<file path="config.mk">
export PLATFORM = sky130hd
export DESIGN_NAME = rs_issue_unit
export DESIGN_NICKNAME = d
export VERILOG_FILES = /design/src/rtl/rs_issue_unit.sv
export SDC_FILE = /design/constraint.sdc
export NUM_CORES = 2
export LEC_CHECK = 0
export ABC_AREA = 1
export CORE_AREA = 2 2 475 477
export CTS_CLUSTER_DIAMETER = 50
export DETAILED_ROUTE_END_ITERATION = 8
export DIE_AREA = 0 0 477 479
export DONT_BUFFER_PORTS = 1
export GPL_TIMING_DRIVEN = 0
export PLACE_DENSITY = 0.3
export SLEW_MARGIN = 20
export SYNTH_ARGS = -nofsm -noshare
export SYNTH_HDL_FRONTEND = slang
export SYNTH_SLANG_ARGS = --single-unit
</file>
<file path="constraint.sdc">
create_clock -name clk -period 7.7 [get_ports clk]
set_input_delay 0 -clock clk [delete_from_list [all_inputs] [get_ports clk]]
set_output_delay 0 -clock clk [all_outputs]
set_load 0.02 [all_outputs]
</file>
<file path="src/rtl/rs_issue_unit.sv">
// rtl/rs_issue_unit.sv - round-robin issue from the ALU reservation station into a 2-stage execute pipe
module rs_issue_unit #(
  parameter int RS_SIZE = 15,
  parameter int TAG_W   = 4,
  parameter int WIDTH   = 32
) (
  input  logic                     clk,
  input  logic                     rst,
  input  logic                     flush,
  input  logic [RS_SIZE-1:0]       rs_ready,
  input  logic [RS_SIZE*WIDTH-1:0] rs_r1,
  input  logic [RS_SIZE*WIDTH-1:0] rs_r2,
  input  logic [RS_SIZE*TAG_W-1:0] rs_tag,
  input  logic [RS_SIZE*3-1:0]     rs_alu_op,
  input  logic [RS_SIZE*3-1:0]     rs_cmp_op,
  input  logic [RS_SIZE-1:0]       rs_acu,
  input  logic [RS_SIZE-1:0]       rs_f7b5,
  output logic                     out_valid,
  input  logic                     out_ready,
  output logic [TAG_W-1:0]         out_tag,
  output logic [WIDTH-1:0]         out_data,
  output logic [RS_SIZE-1:0]       rs_done
);
  localparam int IDX_W = (RS_SIZE > 1) ? $clog2(RS_SIZE) : 1;

  logic [WIDTH-1:0] r1_arr   [RS_SIZE];
  logic [WIDTH-1:0] r2_arr   [RS_SIZE];
  logic [TAG_W-1:0] tag_arr  [RS_SIZE];
  logic [2:0]       aop_arr  [RS_SIZE];
  logic [2:0]       cop_arr  [RS_SIZE];

  for (genvar g = 0; g < RS_SIZE; g++) begin : g_unpack
    assign r1_arr[g]  = rs_r1[g*WIDTH +: WIDTH];
    assign r2_arr[g]  = rs_r2[g*WIDTH +: WIDTH];
    assign tag_arr[g] = rs_tag[g*TAG_W +: TAG_W];
    assign aop_arr[g] = rs_alu_op[g*3 +: 3];
    assign cop_arr[g] = rs_cmp_op[g*3 +: 3];
  end

  logic [RS_SIZE-1:0] inflight_q, inflight_d;
  logic [IDX_W-1:0]   rr_ptr_q, rr_ptr_d;

  logic               s1_valid_q;
  logic [WIDTH-1:0]   s1_r1_q, s1_r2_q;
  logic [TAG_W-1:0]   s1_tag_q;
  logic [2:0]         s1_aop_q, s1_cop_q;
  logic               s1_acu_q, s1_f7b5_q;
  logic [IDX_W-1:0]   s1_idx_q;

  logic               s2_valid_q;
  logic [TAG_W-1:0]   s2_tag_q;
  logic [WIDTH-1:0]   s2_data_q;
  logic [IDX_W-1:0]   s2_idx_q;

  logic [RS_SIZE-1:0] eligible;
  logic               grant_found;
  logic [IDX_W-1:0]   grant_idx;
  logic [IDX_W:0]     cand_sum;
  logic [IDX_W-1:0]   cand;
  logic               stall, issue, xfer;

  assign eligible = rs_ready & ~inflight_q;
  assign stall    = s2_valid_q & ~out_ready;
  assign xfer     = s2_valid_q & out_ready;
  assign issue    = grant_found & ~stall & ~flush;

  // Scan from the pointer upward, wrapping at RS_SIZE rather than at a power of two.
  always_comb begin
    grant_found = 1'b0;
    grant_idx   = '0;
    cand_sum    = '0;
    cand        = '0;
    for (int k = 0; k < RS_SIZE; k++) begin
      cand_sum = {1'b0, rr_ptr_q} + (IDX_W+1)'(k);
      if (cand_sum >= (IDX_W+1)'(RS_SIZE)) begin
        cand_sum = cand_sum - (IDX_W+1)'(RS_SIZE);
      end
      cand = cand_sum[IDX_W-1:0];
      if (!grant_found && eligible[cand]) begin
        grant_found = 1'b1;
        grant_idx   = cand;
      end
    end
  end

  always_comb begin
    rr_ptr_d = rr_ptr_q;
    if (issue) begin
      rr_ptr_d = (grant_idx == IDX_W'(RS_SIZE-1)) ? '0 : grant_idx + IDX_W'(1);
    end
  end

  // A retiring entry stays masked until the edge, so it cannot be re-granted the same cycle.
  always_comb begin
    inflight_d = inflight_q;
    if (xfer) inflight_d = inflight_d & ~(RS_SIZE'(1) << s2_idx_q);
    if (issue) inflight_d = inflight_d | (RS_SIZE'(1) << grant_idx);
  end

  assign rs_done = (xfer && !flush) ? (RS_SIZE'(1) << s2_idx_q) : '0;

  logic [4:0]       shamt;
  logic [WIDTH-1:0] alu_res, exec_res;
  logic             cmp_bit;

  assign shamt = s1_r2_q[4:0];

  always_comb begin
    alu_res = '0;
    case (s1_aop_q)
      3'b000: alu_res = s1_f7b5_q ? (s1_r1_q - s1_r2_q) : (s1_r1_q + s1_r2_q);
      3'b001: alu_res = s1_r1_q << shamt;
      3'b010: alu_res = {{(WIDTH-1){1'b0}}, ($signed(s1_r1_q) < $signed(s1_r2_q))};
      3'b011: alu_res = {{(WIDTH-1){1'b0}}, (s1_r1_q < s1_r2_q)};
      3'b100: alu_res = s1_r1_q ^ s1_r2_q;
      3'b101: alu_res = s1_f7b5_q ? $unsigned($signed(s1_r1_q) >>> shamt) : (s1_r1_q >> shamt);
      3'b110: alu_res = s1_r1_q | s1_r2_q;
      default: alu_res = s1_r1_q & s1_r2_q;
    endcase
    cmp_bit = 1'b0;
    case (s1_cop_q)
      3'b000: cmp_bit = (s1_r1_q == s1_r2_q);
      3'b001: cmp_bit = (s1_r1_q != s1_r2_q);
      3'b100: cmp_bit = ($signed(s1_r1_q) < $signed(s1_r2_q));
      3'b101: cmp_bit = ($signed(s1_r1_q) >= $signed(s1_r2_q));
      3'b110: cmp_bit = (s1_r1_q < s1_r2_q);
      3'b111: cmp_bit = (s1_r1_q >= s1_r2_q);
      default: cmp_bit = 1'b0;
    endcase
    exec_res = s1_acu_q ? {{(WIDTH-1){1'b0}}, cmp_bit} : alu_res;
  end

  always_ff @(posedge clk) begin
    if (!rst) begin
      inflight_q <= '0;
      rr_ptr_q   <= '0;
      s1_valid_q <= 1'b0;
      s1_r1_q    <= '0;
      s1_r2_q    <= '0;
      s1_tag_q   <= '0;
      s1_aop_q   <= '0;
      s1_cop_q   <= '0;
      s1_acu_q   <= 1'b0;
      s1_f7b5_q  <= 1'b0;
      s1_idx_q   <= '0;
      s2_valid_q <= 1'b0;
      s2_tag_q   <= '0;
      s2_data_q  <= '0;
      s2_idx_q   <= '0;
    end else if (flush) begin
      inflight_q <= '0;
      s1_valid_q <= 1'b0;
      s2_valid_q <= 1'b0;
    end else begin
      inflight_q <= inflight_d;
      rr_ptr_q   <= rr_ptr_d;
      if (!stall) begin
        s1_valid_q <= issue;
        s2_valid_q <= s1_valid_q;
        if (s1_valid_q) begin
          s2_tag_q  <= s1_tag_q;
          s2_data_q <= exec_res;
          s2_idx_q  <= s1_idx_q;
        end
      end
      if (issue) begin
        s1_r1_q   <= r1_arr[grant_idx];
        s1_r2_q   <= r2_arr[grant_idx];
        s1_tag_q  <= tag_arr[grant_idx];
        s1_aop_q  <= aop_arr[grant_idx];
        s1_cop_q  <= cop_arr[grant_idx];
        s1_acu_q  <= rs_acu[grant_idx];
        s1_f7b5_q <= rs_f7b5[grant_idx];
        s1_idx_q  <= grant_idx;
      end
    end
  end

  assign out_valid = s2_valid_q;
  assign out_tag   = s2_tag_q;
  assign out_data  = s2_data_q;

endmodule

</file>
; ---- Word level (Yosys, flattened, before mapping)
; Cells that the tools add are included.
[word_totals]
register_bits = 141
out_inout_bits = 52
elab_cells = 257
[op_classes]
n_addsub = 32
n_lt_le_gt_ge = 36
eq_ne = 14
shift = 5
mux = 103
n_bitwise = 17
reduce_logical = 35
[op_table]
columns = cell, count
row1 = binary-select mux 32 bit (select 4 bit), 2
row2 = two-way mux 32 bit, 7
row3 = case mux 32 bit (7 select lines), 1
row4 = two-way mux 4 bit, 33
row5 = less-than comparator 4 x 5 -> 1 bit (second input constant), 16
row6 = >= comparator 5 x 4 -> 1 bit (second input constant), 14
row7 = binary-select mux 1 bit (select 4 bit), 17
row8 = >= comparator 32 bit, 2
row9 = less-than comparator 32 bit, 2
row10 = subtractor 4 bit (second input constant), 15
row11 = two-way mux 15 bit, 3
row12 = adder 4 x 4 -> 5 bit (second input constant), 7
row13 = adder 32 bit, 1
row14 = bitwise AND 32 bit, 1
row15 = equality test 32 bit, 1
row16 = two-way mux 1 bit, 32
row17 = != test 32 bit, 1
row18 = OR 32 bit, 1
row19 = left shift 32 x 5 -> 32 bit, 1
row20 = right shift 32 x 5 -> 32 bit, 1
row21 = >>> shifter 32 x 5 -> 32 bit, 1
row22 = subtractor 32 bit, 1
row23 = XOR 32 bit, 1
row24 = bitwise AND 15 bit, 2
row25 = 26 further kinds, 79

; ---- Depth between registers and ports, before layout
[depth]
word_depth = 51
ltp_mapped = 43
mapped_depth_nobuf = 39

; ---- Worst setup path after synthesis
; Ideal clock, no wire load.
[synth_timing]
path_type = register to register
from = reg rr_ptr_q[1]
to = reg rr_ptr_q[2]
setup_time_ns = 0.132
arrival_ns = 4.402
t_required_ns = 7.568
slack_ns = 3.166
stages_incl_launch_ff = 35
n_path_buf = 5
path_cell_list = dfxtp_1 > clkbuf_1 > inv_1 > ha_1 > buf_4 > inv_2 > nor2_1 > inv_1 > nor2_1 > nand2_2 > nand3_1 > nand2_1 > nand2_1 > nand2_1 > nand3_1 > nand3_1 > nand3_2 > nand3_1 > nor2_2 > nand4_1 > nor2_1 > nand4_1 > nor3_1 > nand2_1 > nand3_1 > nor2_1 > nand3b_1 > buf_4 > buf_6 > buf_4 > nand2_1 > inv_1 > ha_1 > nand2_1 > a21oi_1
[synth_via]
elab_chain_cells = 50
[synth_rtl]
columns = item, line
row1 = start: declaration, 41  ; logic [IDX_W-1:0] rr_ptr_q, rr_ptr_d;
row2 = start signal: assignment, 156  ; rr_ptr_q <= rr_ptr_d;
row3 = branches (longest 50 deep; another with adder 4 x 1 -> 5 bit), n/a
; Several ways; the timed one is not identified. The select of a mux whose other input is x is not followed.
; A chain may end at the register's enable or synchronous reset.

; ---- Final worst setup path
[layout_timing]
from = reg rr_ptr_q[0]
to = reg s1_r2_q[29]
[layout_via]
elab_chain_cells = 51
[layout_rtl]
columns = item, line
row1 = branches (longest 51 deep; another with adder 4 x 1 -> 5 bit), n/a
row2 = end signal: assignment, 168  ; s1_r2_q <= r2_arr[grant_idx];
row3 = end: declaration, 44  ; logic [WIDTH-1:0] s1_r1_q, s1_r2_q;
; Several ways; the timed one is not identified. The select of a mux whose other input is x is not followed.

==> reports/metrics.cfg <==
[sta]
finalHoldViolations=0
rsz0062_at_grt=no
setup_violations=0
skew_ns=0.0355
slew_viol_final=0
finalCriticalPeriod_ns=7.45
fmax_mhz=134
layout_setup_ws_ns=0.252
worst_slew_pin_slew_ns=1.26
fin_crit_sh_pct=96.7
slew-limit-headroom_pct=15.3

[synthesis]
synthesis.area_um2=31400
syn_nets=7529
synth_area_leader_cell=nand2_1
ys_seq_elements=141
synth_cell_types=63
synthArstFlopShare_pct=0
synth-edff-count=0
yosysTopAreaCellShare_pct=32.0
yosysSeqAreaShare_pct=9.00
synthFlopType=dfxtp_1
synth_cells=6254
avgSynthCellArea_um2=5.02
yosys_warnings=0
ys_top_cells_by_area=nand2_1 32%, nand3_1 11%, nand4_1 10%, dfxtp_1 9.0%, inv_1 5.2%

[layout]
fin_nets=7634
final_common_cell=nand2_1
drive_gt1_share_pct=6.37
syn2layout_area_growth_pct=18.2
fin_util_pct=16.6
fill_cells=26900
regArea_um2=2820
layout_common_cells=2673 x nand2_1, 695 x nand3_1, 513 x nand4_1
finalNonFillerCells=9433
multi_input_area_um2=24600

[placement]
dp_cells=9246
port-buffer-count=0
pre_cts_ws_ns=-1.25
dp_hpwl_um=301000
globalplace.congestion=1.05

[global_routing]
grt_pass1_wl_um=438000
grt_pass1_vias=44200
grt-ovfl-total=0
antenna_found_initial=125
grt_use_met2_pct=46.8
global_route.peak_usage_layer=met2
grt_start_max_net_pins=17
track_usage_pct=28.7
use_met1_pct=34.0
grt.met3_usage_pct=7.10

[clock_network]
cts_root_buf=clkbuf_16
clk_latency_ns=0.55
htreeDepth=4
cts_tree=done
clk_pin_slew_ns=0.06
clock_path_buffers=2
cts_buffers=17
cts_sinks=141

[detailed_routing]
wl_um=345000
ant_nets=0
via_per_inst=5.01
drtIter0Drc=5262
post-route-drc-count=0
wire_per_inst_um=36.5
dr.pass1.iters=8
route.vias.total=47200

[floorplanning]
start_util_pct=14.0
core_area_um2=224000
fp.dieW_um=477
die_area_um2=228000
rows=174
io_pins=1211
die_h_um=479

[min_path]
hold_depth=8
holdPathEnd=s1_r2_q[29]
hold_start=rs_r2[445]
min_path_type=in -> reg

[worst_setup_path]
r2r_end=s1_r2_q[29]
rrSetupSlack_ns=0.25
critPathRequiredTime_ns=8.17
r2r-start=rr_ptr_q[0]
worst_setup_path_start_kind=register
worstPathArrival_ns=7.92
critPathKind=reg -> reg
crit_path_end_kind=register
rr_worst_depth=26
cp_max_fo=11

[flow_run]
maxCapViolCount=0

[outcome]
run_status=finished, final reports clean

metrics by stage:
stage / hold WS, ns / instance area, um2 / setup TNS (ns)
6_report: 0.0148 / 37100 / 0
2_1_floorplan: 0.0887 / 31400 / 0
3_3_place_gp: 0.0961 / 35100 / -30.92
4_1_cts: 0.000992 / 36800 / 0
5_1_grt: 0.0579 / 37000 / 0
3_5_place_dp: 0.0992 / 35100 / -30.44
per-layer routing:
metal	wire (um)	share of wire, %
met2	155000	45
met5	311	0.090
met1	137000	40
met4	25400	7.4
met3	27700	8.0
timing repair:
item / in CTS / in global routing
buffers inserted: 0 / 0
pin swaps: 1 / 2
gates cloned: 0 / 0
hold buffers: 86 / 0
setup endpoints to repair: 88 / 47
resized for setup: 31 / 102
hold endpoints to repair: 55 / 0
registers in the layout (all words and copies together) (netlist names):
register    count
rr_ptr_q        4
s1_aop_q        3
out_valid       1
out_tag         4
s1_r2_q        32
out_data       32
s1_r1_q        32
inflight_q     15
s2_idx_q        4
s1_f7b5_q       1
s1_acu_q        1
s1_cop_q        3
s1_valid_q      1
s1_tag_q        4
s1_idx_q        4
worst max-delay path: stages (launching register included):
cell	delay, ns
dfxtp_2	0.37
buf_6	0.18
inv_2	0.18
buf_2	0.37
ha_1	0.30
buf_4	0.21
inv_2	0.23
nor2_1	0.11
o21ai_1	0.21
o21ai_2	0.20
o21ai_0	0.79
nand3_1	0.15
nand2_1	0.22
nand4_1	0.27
nor2_1	0.26
nand4_1	0.26
inv_1	0.19
nand2_1	0.10
o21ai_1	0.22
nand4_1	0.24
nor3_4	0.49
buf_2	0.49
buf_2	0.38
nand3_1	0.56
nand3_1	0.22
nand2_1	0.07
inv_1	0.05
cell type report:
| type | count | area share [%] |
|---|---|---|
| buffer | 503 | 6.80 |
| tap | 2992 | 10.1 |
| inverter | 452 | 4.58 |
| timing repair buffer | 86 | 2.32 |
| multi-input combinational | 5158 | 66.4 |
| clock inverter | 10 | 0.499 |
| sequential | 141 | 7.61 |
| clock buffer | 21 | 1.24 |
| antenna | 70 | 0.472 |
how the worst max path moves through the flow:
stage	start	endpoint	slack, ns	depth (start not counted)
6_report	rr_ptr_q[0]	s1_r2_q[29]	0.25	26
2_1_floorplan	rr_ptr_q[1]	rr_ptr_q[2]	3.17	34
3_5_place_dp	rr_ptr_q[1]	s1_tag_q[2]	-1.25	27
5_1_grt	rr_ptr_q[1]	s1_tag_q[0]	0.03	33
4_1_cts	rr_ptr_q[0]	s1_r2_q[9]	0.005	30
3_3_place_gp	rr_ptr_q[1]	s1_tag_q[2]	-1.11	27
synth_stat cells (all sizes together), types with 8 or more instances:
master,n
a21oi,268
mux2i,9
a211oi,17
o311ai,9
clkbuf,171
or2,8
o22ai,18
nor2,254
buf,332
o2111ai,18
o221ai,15
o211ai,69
xor2,11
nand4,515
ha,114
inv,445
o21ai,338
a31oi,13
nand2,2683
nor3,30
nand3,711
dfxtp,141
kinds of logic after synthesis:
group                      Yosys count  share of synthesized area [%]
AOI/OAI and AO/OA                  808                           14.7
xor gates and xnor gates            13                          0.423
adders and majority gates          116                           4.67
buffers and inverters              955                           12.9
DFF                                141                           9.00
muxes                                9                          0.287
and+or+nand+nor                   4212                           58.0
Power is left out: the tool's default activity adds up to more than one toggle a clock period on the data nets, which glitch-free logic cannot reach.
